===== config.mk =====
export PLATFORM = sky130hd
export DESIGN_NAME = mem_port_arbiter
export DESIGN_NICKNAME = d
export VERILOG_FILES = /design/src/rtl/mem_port_arbiter.sv
export SDC_FILE = /design/constraint.sdc
export NUM_CORES = 1
export LEC_CHECK = 0
export ABC_AREA = 1
export CAP_MARGIN = 20
export CORE_ASPECT_RATIO = 0.8
export CORE_MARGIN = 2
export CORE_UTILIZATION = 40
export DETAILED_ROUTE_END_ITERATION = 10
export PLACE_DENSITY = 0.81
export SYNTH_ARGS = -nofsm -noshare
export SYNTH_HDL_FRONTEND = slang
export SYNTH_SLANG_ARGS = --single-unit
export TNS_END_PERCENT = 30

===== constraint.sdc =====
create_clock -name clk -period 2.15 [get_ports clk]
set_clock_uncertainty 0.1 [all_clocks]
set_input_delay 0.215 -clock clk [delete_from_list [all_inputs] [get_ports clk]]
set_output_delay 0.215 -clock clk [all_outputs]
set_load 0.03 [all_outputs]

===== src/rtl/mem_port_arbiter.sv =====
// Two-port memory arbiter: instruction fetch (port 0) and load/store (port 1)
// share one memory port, one outstanding transaction, response timeout.
module mem_port_arbiter #(
    parameter int TIMEOUT = 64
) (
    input  logic        clk,
    input  logic        nreset,
    input  logic [1:0]  req_i,
    input  logic [31:0] addr0_i,
    input  logic [31:0] addr1_i,
    input  logic [1:0]  we_i,
    input  logic [3:0]  wstrb0_i,
    input  logic [3:0]  wstrb1_i,
    input  logic [31:0] wdata0_i,
    input  logic [31:0] wdata1_i,
    output logic [1:0]  gnt_o,
    output logic [1:0]  rvalid_o,
    output logic [31:0] rdata_o,
    output logic        err_o,
    output logic        mem_req,
    output logic        mem_we,
    output logic [31:0] mem_addr,
    output logic [31:0] mem_wdata,
    output logic [3:0]  mem_wstrb,
    input  logic        mem_ready,
    input  logic        mem_rvalid,
    input  logic [31:0] mem_rdata
);

    localparam logic [15:0] CNT_MAX = 16'(TIMEOUT - 1);

    typedef enum logic [1:0] {
        IDLE,
        ISSUE,
        WAIT_RESP
    } state_t;

    state_t      state;
    logic        owner;
    logic        last_owner;
    logic [15:0] cnt;
    logic        win;

    // Winner: lone requester, or on a tie the port that did not win last.
    always_comb begin
        win = 1'b0;
        case (req_i)
            2'b01:   win = 1'b0;
            2'b10:   win = 1'b1;
            2'b11:   win = ~last_owner;
            default: win = 1'b0;
        endcase
    end

    // Transaction FSM; every output is a register updated here.
    always_ff @(posedge clk) begin
        if (!nreset) begin
            state      <= IDLE;
            owner      <= 1'b0;
            last_owner <= 1'b1;
            cnt        <= '0;
            gnt_o      <= '0;
            rvalid_o   <= '0;
            rdata_o    <= '0;
            err_o      <= 1'b0;
            mem_req    <= 1'b0;
            mem_we     <= 1'b0;
            mem_addr   <= '0;
            mem_wdata  <= '0;
            mem_wstrb  <= '0;
        end else begin
            gnt_o    <= '0;
            rvalid_o <= '0;
            err_o    <= 1'b0;
            case (state)
                IDLE: begin
                    if (req_i != 2'b00) begin
                        owner      <= win;
                        last_owner <= win;
                        gnt_o      <= win ? 2'b10 : 2'b01;
                        mem_req    <= 1'b1;
                        mem_we     <= we_i[win];
                        mem_addr   <= win ? addr1_i : addr0_i;
                        mem_wstrb  <= win ? wstrb1_i : wstrb0_i;
                        mem_wdata  <= win ? wdata1_i : wdata0_i;
                        state      <= ISSUE;
                    end
                end
                ISSUE: begin
                    if (mem_ready) begin
                        mem_req <= 1'b0;
                        cnt     <= '0;
                        state   <= WAIT_RESP;
                    end
                end
                WAIT_RESP: begin
                    // A response on the expiry cycle still counts as normal.
                    if (mem_rvalid) begin
                        rvalid_o <= owner ? 2'b10 : 2'b01;
                        rdata_o  <= mem_rdata;
                        state    <= IDLE;
                    end else if (cnt == CNT_MAX) begin
                        rvalid_o <= owner ? 2'b10 : 2'b01;
                        rdata_o  <= '0;
                        err_o    <= 1'b1;
                        state    <= IDLE;
                    end else begin
                        cnt <= cnt + 16'd1;
                    end
                end
                default: state <= IDLE;
            endcase
        end
    end

endmodule


; ---- Word-level counts from Yosys, hierarchy flattened
; Cells that the tools add are included.
; Widths: inputs -> output; s select.
[totals]
reg_bits = 127
latch_bits = 0
ramBits = 0
rom_bits = 0
input_bits = 176
output_inout_bits = 107
memories = 0
[op_classes]
add_sub_neg = 1
n_mul = 0
div_mod_pow = 0
magnitude_cmp = 1
n_eq_ne = 10
shift = 0
mux = 25
bitwise_logic = 3
reduce_logical = 13
[op_table]
columns = op, count
row1 = $mux 32, 4
row2 = $mux 16, 3
row3 = $pmux 16 s2, 1
row4 = $add 16x1->16 const B, 1
row5 = $eq 16x6->1 const B, 1
row6 = $mux 2, 8
row7 = $reduce_and 3->1, 3
row8 = $ne 2x2->1 const B, 4
row9 = $reduce_bool 2->1, 4
row10 = $eq 2x2->1 const B, 3
row11 = $pmux 2 s3, 1
row12 = $reduce_and 2->1, 3
row13 = $mux 1, 5
row14 = $mux 4, 1
row15 = $pmux 1 s2, 2
row16 = $reduce_and 4->1, 1
row17 = $ne 3x3->1 const B, 1
row18 = $not 1->1, 3
row19 = $reduce_or 3->1, 1
row20 = $eq 2x1->1 const B, 1
row21 = $logic_not 2->1, 1
row22 = $lt 1x2->1 const B, 1

; ---- Depth between registers and ports, before layout
; Gate-level depths: netlist of run 1.
[depth]
word_depth = 4
ltp_mapped = 11
depth_no_buf = 11

; ---- Least setup slack after synthesis of run 1
; Ideal clock, no wire load.
[synth_timing]
path_type = reg2reg
from = reg cnt[0]
to = reg cnt[13]
setup_ns = 0.112
arrival_ns = 1.346
required_time_ns = 1.938
slack_ns = 0.593
path_stages_with_launch = 10
path_buffers = 1
synth_period_minus_slack_ns = 1.557
path_cell_list = dfxtp_1 ha_1 nand3_2 nor2_1 nand2_2 nand2_4 nand2_4 buf_6 a21oi_2 nor2_1
[synth_between]
elab_chain_cells = 4
elab_cells_between_ends = 7
classes_between = add/sub (1) / eq/ne (2) / mux (3) / reduce/logical (1)
[synth_lines]
columns = element, line_no
row1 = start: declaration, 41  ; logic [15:0] cnt;
row2 = start signal: assignment, 108  ; cnt <= cnt + 16'd1;
row3 = $add 16x1->16, 108
row4 = $mux 16, 102  ; end else if (cnt == CNT_MAX) begin
row5 = $mux 16, 98  ; if (mem_rvalid) begin
row6 = $pmux 16 s2, 75  ; case (state)
; Several ways; a longest one is shown, not always the timed one. The select of a mux whose other input is x is not followed.
; A chain may end at the register's enable or synchronous reset.

; ---- Worst setup path in the final report of run 1
[layout_timing]
from = reg cnt[0]
to = reg rdata_o[20]
[layout_between]
elab_chain_cells = 3
[layout_lines]
columns = element, line_no
row1 = $eq 16x6->1, 102
row2 = $reduce_bool 2->1 (no source line), -
row3 = $reduce_and 2->1 (no source line), -
row4 = end signal: assignment, 100  ; rdata_o <= mem_rdata;
row5 = end: declaration, 18  ; output logic [31:0] rdata_o,
; Every way passes these cells.

==> results by group, run 1 <==
Run status
  • Status: finished, final reports clean

Power and ir drop
  • P_leak: between 3 and 4 nW
  • Power per cell area: 777 nW/µm²
  • Clock share of power: approximately two fifths
  • P_sw: 0.00203 W
  • VDD IR max: roughly 0.53 mV
  • Sw Share: approximately 29%
  • Internal: around 0.0049 W
  • Logic gate share of total power: between 20% and 30%
  • Flop pwr share: a little under two fifths

GRT
  • Largest net degree at the start of global routing: 71
  • Initial antenna violation count: 0
  • Grt total ovfl: 0
  • All-Layer GR Usage: 24.8%
  • First-pass GRT wire length: roughly 28 mm
  • Vias in the first global route: roughly 5.8k

Detailed routing
  • Post-route ant nets: 0
  • Vias per cell: between 4 and 5
  • 1st-iter DRT viols: 438
  • DR vias: slightly below 6k
  • Total iterations of the first detailed-routing run: 5
  • Drt total wl: around 18 mm
  • DRC viols: 0
  • Routed WL per cell: 15.0 µm

Finish
  • Final instance area: between 8000 and 9000 µm²
  • Area Overhead vs Synth: 66.8%
  • Diodes inserted: 0
  • Layout cell share with drive strength beyond 1: just over 6%
  • Net count, final: 1192

Clock network
  • CTS tree: built
  • CTS sink count: around 130
  • Max H-tree Level: 4
  • Worst-Skew Late Latency: roughly 0.4 ns
  • Post-CTS setup buffers: 0
  • PostCTS Resize Cnt: 0
  • Cts bufs inserted: 17
  • Root Driver: clkbuf_16
  • Bufs on Longest Clock Path: 2
  • CTS clock-pin slew for the worst setup and hold paths: about 0.06 ns
  • Hold_buf cts: 0

Timing
  • Finish-stage setup viols: 0
  • RSZ-0062 raised after global routing: false
  • Hold Vio Cnt, Final: 0
  • Fmax: 546 MHz
  • Slew HR: between 70% and 80%
  • Setup TNS: 0 ns
  • Slew at the pin closest to its max-slew limit: 0.426 ns
  • Fin crit period: between 1.5 and 2 ns
  • Final critical-path share of the clock period: between 80% and 90%
  • Max-slew violation count: 0

Hold path
  • Hold crit path type: in -> reg

Critical path
  • Worst Path Arrival: roughly 2.0 ns
  • R2r setup slk: 0.32 ns
  • Required time of the worst setup path: 2.32 ns
  • Startpoint Class: flop
  • Critical path type: reg -> reg
  • CP Capture Type: flop
  • Worst-path fanout max: 25

Floorplanning
  • Core Region: between 10000 and 15000 µm²
  • Chip width: roughly 130 µm
  • Starting density of the core: approximately two fifths
  • Height of the chip: about 110 µm
  • Top Ports: 283
  • Die footprint: about 14000 µm²
  • Num rows: 37

Placed design
  • PortBufs: between 200 and 300
  • Dpl hpwl: roughly 13 mm
  • Placer Congestion: roughly 0.89
  • Placed cell area: 8390 µm²

Synth
  • Syn nets: 926
  • #FFs+latches synth: ~130
  • Ys Warns: 0
  • Post-synthesis sequential area ratio: a little under half
  • Synth unique cells: 30
  • Synthesized area per cell: ~7.2 µm²
  • Cells after synthesis: ~750
  • Mapped Area: about 5400 µm²

Run
  • Max cap viols: 0
## worst max-delay path: stages (launching register included)
cell and delay, ns:
dfxtp_1 0.38, ha_1 0.23, nand3_2 0.13, nor2_1 0.15
nand2_2 0.11, nand2_1 0.12, nand2_2 0.14, buf_12 0.20
nand2_1 0.08, a21oi_1 0.07
## per-layer routing
| metal | GRT usage (%) | vias to the layer above | wire length (µm) |
|---|---|---|---|
| met1 | 27.6 | 2621 | 7150 |
| met2 | 40.8 | 234 | 8340 |
| met3 | 10.5 | 53 | 1750 |
| li1 | - | 3008 | - |
| met4 | 13.1 | 0 | 794 |
| met5 | 0 | - | 0 |
## final timing paths
kind / start / endpoint / cells past startpoint
worst max-delay path: cnt[0]$_SDFFE_PN0P_ / rdata_o[20]$_SDFFE_PN0P_ / 9
worst min-delay path: nreset / last_owner$_SDFFE_PN1P_ / 2
worst max register to register: cnt[0]$_SDFFE_PN0P_ / rdata_o[20]$_SDFFE_PN0P_ / 9
worst min register to register: owner$_SDFFE_PN0P_ / rvalid_o[0]$_SDFF_PN0_ / 1
## state kept, by name, summed over array words and instances, names as in the netlist
| name | count |
|---|---|
| mem_req | 1 |
| gnt_o | 2 |
| rvalid_o | 2 |
| state | 2 |
| err_o | 1 |
| mem_we | 1 |
| owner | 1 |
| mem_addr | 32 |
| cnt | 16 |
| rdata_o | 32 |
| mem_wstrb | 4 |
| last_owner | 1 |
| mem_wdata | 32 |
## cell usage in the layout (no fill, tap or decap), drive strengths merged
cell / count
a31oi: 69
nor2: 39
clkinvlp: 2
a21oi: 45
o21ai: 72
xor2: 1
nand2: 283
nand4: 1
nand3: 19
clkinv: 11
buf: 16
clkbuf: 18
nor3b: 1
nand3b: 1
ha: 1
inv: 31
dfxtp: 127
nor3: 6
clkdlybuf4s50: 281
bufinv: 1
o21bai: 1
nor4: 2
## synthesized netlist by cell type, drive strengths merged
master  number  area [µm²]
nand2      283        1080
nor4         2        12.5
o21bai       1        7.51
dfxtp      127        2540
clkinv       1        3.75
o21ai       72         360
nor3b        1        7.51
nand3b       1        7.51
nor3         6        41.3
nor2        39         161
buf         20         114
nand3       19         105
clkbuf      30         113
a31oi       69         432
ha           1        12.5
inv         30         113
a21oi       45         229
xor2         1        8.76
nand4        1        6.26
## layout make-up
type | count | area (µm²)
clock inverter | 14 | 119
sequential | 127 | 2540
clock buffer | 18 | 439
inverter | 31 | 116
multi-input combinational | 541 | 2480
fill | 1072 | 4020
tap | 175 | 219
timing repair buffer | 297 | 3030
## power groups by stage
stage          clock [W]  combinational, W  sequential [W]
2_1_floorplan          0          0.000442         0.00302
3_3_place_gp           0           0.00161         0.00268
3_5_place_dp           0           0.00162         0.00268
4_1_cts          0.00273           0.00163         0.00263
5_1_grt          0.00283           0.00175         0.00265
6_report         0.00269           0.00163         0.00263
## cells by family after synthesis
kind of cell	after synthesis	synth area share [%]
XOR/XNOR	1	0.163
flip-flops	127	47.4
buffers and inverters	81	6.39
adder cells (fa/ha/maj)	1	0.233
AO/OA/AOI/OAI	187	19.2
AND/OR/NAND/NOR	352	26.6
## stage by stage
| stage | hold WS [ns] | setup slack [ns] | power, W | std cells | utilization, % |
|---|---|---|---|---|---|
| detailed placement | 0.331 | 0.305 | 0.00430 | 1171 | 64.7 |
| finish | 0.121 | 0.317 | 0.00695 | 1203 | 69.0 |
| global route | 0.128 | 0.206 | 0.00723 | 1203 | 69.0 |
| global placement | 0.331 | 0.359 | 0.00429 | 1171 | 64.7 |
| floorplan | 0.194 | 0.593 | 0.00346 | 749 | - |
| CTS | 0.108 | 0.317 | 0.00700 | 1203 | 69.0 |
Power figures use the tool's default switching activity.
==> run 2: changes to the inputs <==
Settings changed: CAP_MARGIN 20 to 10.
==> results of run 2 <==
Same layout as run 1: the final DEF is identical, and so are final timing and power.
==> run 3: changes to the inputs <==
Settings changed: CAP_MARGIN 10 to 20.
==> results of run 3 <==
Same layout as run 1: the final DEF is identical, and so are final timing and power.
